<file path="config.mk">
export PLATFORM = sky130hd
export DESIGN_NAME = uidma_axi_wr
export DESIGN_NICKNAME = d
export VERILOG_FILES = /design/src/rtl/uidma_axi_wr.sv
export SDC_FILE = /design/constraint.sdc
export NUM_CORES = 1
export LEC_CHECK = 0
export CAP_MARGIN = 20
export CORE_AREA = 2 2 151 153
export CTS_BUF_LIST = sky130_fd_sc_hd__clkbuf_16
export DETAILED_ROUTE_END_ITERATION = 6
export DIE_AREA = 0 0 153 155
export PLACE_DENSITY = 0.67
export SKIP_LAST_GASP = 1
export SYNTH_ARGS = -nofsm -noshare
export SYNTH_HDL_FRONTEND = slang
export SYNTH_SLANG_ARGS = --single-unit
</file>
<file path="constraint.sdc">
create_clock -name ui_clk -period 4.75 [get_ports ui_clk]
set_clock_uncertainty 0.15 [all_clocks]
set_input_delay 0.475 -clock ui_clk [delete_from_list [all_inputs] [get_ports ui_clk]]
set_output_delay 0.475 -clock ui_clk [all_outputs]
set_load 0.03 [all_outputs]
</file>
<file path="src/rtl/uidma_axi_wr.sv">
// rtl/uidma_axi_wr.sv - frame-buffer write-DMA to AXI4 INCR burst write master
module uidma_axi_wr #(
  parameter int AXI_DATA_WIDTH = 128,
  parameter int AXI_ADDR_WIDTH = 32,
  parameter int MAX_BURST_LEN  = 64
) (
  input  logic                        ui_clk,
  input  logic                        ui_rst,
  input  logic [AXI_ADDR_WIDTH-1:0]   dma_waddr,
  input  logic                        dma_wareq,
  input  logic [15:0]                 dma_wsize,
  output logic                        dma_wbusy,
  input  logic [AXI_DATA_WIDTH-1:0]   dma_wdata,
  input  logic                        dma_wready,
  output logic                        dma_wvalid,
  output logic                        dma_werr,
  output logic [AXI_ADDR_WIDTH-1:0]   m_axi_awaddr,
  output logic [7:0]                  m_axi_awlen,
  output logic [2:0]                  m_axi_awsize,
  output logic [1:0]                  m_axi_awburst,
  output logic                        m_axi_awvalid,
  input  logic                        m_axi_awready,
  output logic [AXI_DATA_WIDTH-1:0]   m_axi_wdata,
  output logic [AXI_DATA_WIDTH/8-1:0] m_axi_wstrb,
  output logic                        m_axi_wlast,
  output logic                        m_axi_wvalid,
  input  logic                        m_axi_wready,
  input  logic [1:0]                  m_axi_bresp,
  input  logic                        m_axi_bvalid,
  output logic                        m_axi_bready
);

  localparam int BPB    = AXI_DATA_WIDTH / 8;
  localparam int BSHIFT = $clog2(BPB);

  typedef enum logic [2:0] {S_IDLE, S_CALC, S_AW, S_W, S_B} state_t;

  state_t                    state;
  logic [AXI_ADDR_WIDTH-1:0] addr;
  logic [15:0]               rem;
  logic [8:0]                len;
  logic [8:0]                beat_cnt;
  logic [8:0]                len_c;
  logic [12:0]               b4k;
  logic [16:0]               min_a;
  logic                      w_hs;

  // Burst length limited by remaining beats, max burst and distance to the next 4 KB page
  always_comb begin
    b4k   = (13'd4096 - {1'b0, addr[11:0]}) >> BSHIFT;
    min_a = ({1'b0, rem} < 17'(MAX_BURST_LEN)) ? {1'b0, rem} : 17'(MAX_BURST_LEN);
    len_c = (min_a < {4'b0, b4k}) ? min_a[8:0] : b4k[8:0];
  end

  assign m_axi_awsize  = 3'(BSHIFT);
  assign m_axi_awburst = 2'b01;
  assign m_axi_wdata   = dma_wdata;
  assign m_axi_wstrb   = '1;
  assign m_axi_wvalid  = (state == S_W) & dma_wready;
  assign m_axi_wlast   = (state == S_W) & (beat_cnt == len - 9'd1);
  assign w_hs          = m_axi_wvalid & m_axi_wready;
  assign dma_wvalid    = w_hs;

  always_ff @(posedge ui_clk) begin
    if (ui_rst) begin
      state         <= S_IDLE;
      addr          <= '0;
      rem           <= '0;
      len           <= '0;
      beat_cnt      <= '0;
      m_axi_awaddr  <= '0;
      m_axi_awlen   <= '0;
      m_axi_awvalid <= 1'b0;
      m_axi_bready  <= 1'b0;
      dma_wbusy     <= 1'b0;
      dma_werr      <= 1'b0;
    end else begin
      dma_werr <= 1'b0;
      case (state)
        S_IDLE: begin
          if (dma_wareq) begin
            addr      <= dma_waddr & ~AXI_ADDR_WIDTH'(BPB - 1);
            rem       <= dma_wsize;
            dma_wbusy <= 1'b1;
            state     <= S_CALC;
          end
        end
        S_CALC: begin
          if (rem == 16'd0) begin
            dma_wbusy <= 1'b0;
            state     <= S_IDLE;
          end else begin
            len           <= len_c;
            m_axi_awaddr  <= addr;
            m_axi_awlen   <= 8'(len_c - 9'd1);
            beat_cnt      <= '0;
            m_axi_awvalid <= 1'b1;
            state         <= S_AW;
          end
        end
        S_AW: begin
          if (m_axi_awready) begin
            m_axi_awvalid <= 1'b0;
            state         <= S_W;
          end
        end
        S_W: begin
          if (w_hs) begin
            beat_cnt <= beat_cnt + 9'd1;
            if (m_axi_wlast) begin
              m_axi_bready <= 1'b1;
              state        <= S_B;
            end
          end
        end
        S_B: begin
          // Error responses are reported but the transfer carries on
          if (m_axi_bvalid) begin
            m_axi_bready <= 1'b0;
            dma_werr     <= (m_axi_bresp != 2'b00);
            rem          <= rem - 16'(len);
            addr         <= addr + (AXI_ADDR_WIDTH'(len) << BSHIFT);
            if (rem == 16'(len)) begin
              dma_wbusy <= 1'b0;
              state     <= S_IDLE;
            end else begin
              state <= S_CALC;
            end
          end
        end
        default: state <= S_IDLE;
      endcase
    end
  end

endmodule

</file>
==> metrics.md <==
| Metric | Value |
|---|---|
| Outcome | complete, no violations |
| Leakage | 2.95 nW |
| Worst endpoint data arrival time | 4240 ps |
| Fraction of layout cells with a size suffix above 1 | 4.61% |
| N_diodes | 0 |
| Finished Layout Cells | 1217 |
| Shortest period the worst path allows | 4190 ps |
| Most used cell, CP | a21oi_1 |
| TritonRoute pass-1 iters | 4 |
| WHS | 304 ps |
| Endpoints failing setup | 0 |
| IO Pins | 381 |
| Post-detail-place hpwl | 14.9 mm |
| DRC viols | 0 |
| H-tree levels | 3 |
| Layout Nets | 1145 |
| Relative slew slack | 46.0% |
| Post-Place Cells | 1202 |
| Hold WC Path Type | reg -> reg |
| Fillers | 2347 |
| Initial Util | 34.2% |
| Final antenna-violating net count | 0 |
| Port Buffers | 95 |
| Area grow syn2layout | 5.49% |
| Maximum clock path buffer count | 2 |
| Overall Global Routing Usage | 16.6% |
| Die area | 0.0237 sq mm |
| Setup TNS | 0 ps |
| DR vias | 6460 |
| Post-synthesis sequential area ratio | 27.6% |
| RSZ-0062 raised after global routing | false |
| Largest net degree at the start of global routing | 74 |
| GP Congestion | 0.874 |
| Most used DFF post-synth | dfxtp_1 |
| Crit path cell chain | inv_1 > ha_1 > inv_1 > nor3_1 > xor2_1 > ha_1 > o211ai_1 > a21oi_1 > a211oi_1 > a21oi_1 > a21oi_1 > ha_1 > nand2_1 > nor3_1 > xnor2_1 > o211ai_1 > a21oi_1 |
| Post CTS Setup Buffer Count | 0 |
| WP data required | 4800 ps |
| Syn. warnings | 0 |
| Dpl ws | 641 ps |
| Worst Tran Pin Value | 811 ps |
| Overflow after GRT | 0 |
| Crit path launch type | register |
| Antenna violations before repair | 1 |
| Final Hold Fails | 0 |
| Synthesized instance count | 989 |
| Final WS setup | 562 ps |
| Vias per inst | 5.31 |
| Setup Crit Path Kind | reg -> reg |
| CTS Hold Bufs | 0 |
| Die Y | 155 um |
| Clock sink count | 105 |
| Reg clk slew, reported paths | 80 ps |
| Avg WL per Cell | 16.7 um |
| CP endpoint kind | register |
| Max incr delay on CP | 540 ps |
| Syn Std Cell Area | 0.00761 sq mm |
| PwrDens | 354 mW/mm^2 |
| Worst skew pair latency | 360 ps |
| Die width | 153 um |
| Resized cells post-CTS | 0 |
| Crit share post-route | 88.2% |
| TritonCTS Buffers | 9 |
| Post-synth ARST share | 0% |
| Peak VDD IR | 0.000193 V |
| Worst path buffer plus inverter count | 2 |
| EDFF count, synth | 0 |
| Delay-heaviest family, CP | compound AO/OA/AOI/OAI gates |
| Root Driver | clkbuf_16 |
| CTS tree | done |
| Vias in the first global route | 5970 |
| Max-cap viol count | 0 |
| #FFs+latches synth | 105 |
| Count of cell types in the netlist | 73 |
| CP max FO | 9 |
| Final core occ | 36.1% |
| Core area | 0.0222 sq mm |
| DRT iter0 DRCs | 463 |
| F_max | 239 MHz |
| Critical Path Slowest Stage Cell | dfxtp_1 |
| Routed wire length | 20.3 mm |
| Syn_area_per_cell | 7.69 sq um |
| Row count | 55 |
| FF-to-FF setup slack | 560 ps |
| First-pass GRT wire length | 32.0 mm |
| Final-report max-slew violation count | 0 |
[per-stage QoR]
step           area, sq um  power, mW
3_3_place_gp          7760       2.13
6_report              8030       2.84
3_5_place_dp          7760       2.14
2_1_floorplan         7700       2.06
5_1_grt               8030       3.02
4_1_cts               8030       2.86
[final timing paths]
path	from	end	depth (start not counted)
min reg2reg	m_axi_awlen[0]	m_axi_awlen[0]	2
min	m_axi_awlen[0]	m_axi_awlen[0]	2
max	addr[4]	m_axi_awlen[6]	17
max reg2reg	addr[4]	m_axi_awlen[6]	17
[sequential cells by signal, summed over array words and instances, names as in the netlist]
| signal | count |
|---|---|
| dma_werr | 1 |
| dma_wbusy | 1 |
| m_axi_awlen | 8 |
| m_axi_awaddr | 28 |
| m_axi_bready | 1 |
| len | 9 |
| state | 3 |
| beat_cnt | 9 |
| rem | 16 |
| addr | 28 |
| m_axi_awvalid | 1 |
[power breakdown]
part | switching [mW] | internal [mW]
clock network | 0.353 | 0.356
logic | 0.630 | 0.434
registers | 0.108 | 0.961
[tightest hold or removal path, cell delays in order (launching register included)]
cell and delay, ps:
dfxtp_1 310, nand2_1 50, a21oi_1 50
[cell families after synthesis]
kind of cell    count (synthesis)  share of synthesized area, %
compound gates                236                          21.0
xor+xnor                       35                          4.03
fa+ha+maj                      32                          5.46
buf+inv                       233                          19.4
flops                         105                          27.6
mux                             7                         0.921
other cells                     2                        0.0987
simple gates                  339                          21.5
[synth_stat cells (4+ instances only)]
library cell / number / share of area, %
a21oi_1: 83 / 5.5
nor3_1: 33 / 2.2
a221oi_1: 5 / 0.58
a211oi_1: 30 / 3.0
and2_1: 9 / 0.74
a211o_1: 4 / 0.46
xor2_1: 17 / 2.0
and3_1: 13 / 1.1
nor3b_1: 6 / 0.59
nand2b_1: 4 / 0.33
nor4_1: 14 / 1.2
clkbuf_1: 42 / 2.1
o221ai_1: 6 / 0.69
nand3b_1: 5 / 0.49
mux2i_1: 7 / 0.92
nand3_1: 12 / 0.79
nand2_1: 114 / 5.6
o21ai_0: 27 / 1.8
xnor2_1: 18 / 2.1
a21o_1: 5 / 0.49
or3_1: 9 / 0.74
a311oi_1: 7 / 0.81
inv_1: 26 / 1.3
nor2_1: 80 / 3.9
nor2b_1: 8 / 0.66
nand4_1: 13 / 1.1
dfxtp_1: 105 / 28
ha_1: 30 / 4.9
buf_2: 6 / 0.39
or4_1: 5 / 0.49
buf_4: 153 / 15
o31ai_1: 4 / 0.39
o211ai_1: 9 / 0.89
o21a_1: 13 / 1.3
[cell type report]
class / instances / area (sq um) / area share (%)
clock inverters: 6 / 41.3 / 0.514
well taps: 285 / 357 / 4.44
inverters: 26 / 97.6 / 1.22
multi-input cells: 676 / 4140 / 51.6
repair buffers: 110 / 1060 / 13.2
clock buffers: 9 / 225 / 2.81
flip-flops and latches: 105 / 2100 / 26.2
[per-layer routing]
metal,GRT usage [%],wire [um],vias to the layer above
met5,0,13,-
met4,5.16,405,2
met3,4.26,1230,45
met2,27.3,9410,204
met1,21.4,9210,3016
li1,-,-,3193
[cell usage in the layout, fill, tap and decap left out, types with 7 or more instances in the layout]
| cell type | n |
|---|---|
| buf_4 | 16 |
| nor4_1 | 14 |
| conb_1 | 27 |
| inv_1 | 27 |
| o21ai_0 | 27 |
| and2_1 | 9 |
| nor2_1 | 80 |
| nand3_1 | 12 |
| o211ai_1 | 9 |
| dfxtp_1 | 105 |
| and3_1 | 13 |
| a311oi_1 | 7 |
| a211oi_1 | 30 |
| o21a_1 | 13 |
| clkbuf_16 | 9 |
| xnor2_1 | 18 |
| ha_1 | 30 |
| clkdlybuf4s50_1 | 94 |
| or3_1 | 9 |
| xor2_1 | 17 |
| a21oi_1 | 83 |
| mux2i_1 | 7 |
| nor2b_1 | 8 |
| nor3_1 | 32 |
| nand2_1 | 114 |
| nand4_1 | 13 |
Power figures use the tool's default switching activity.
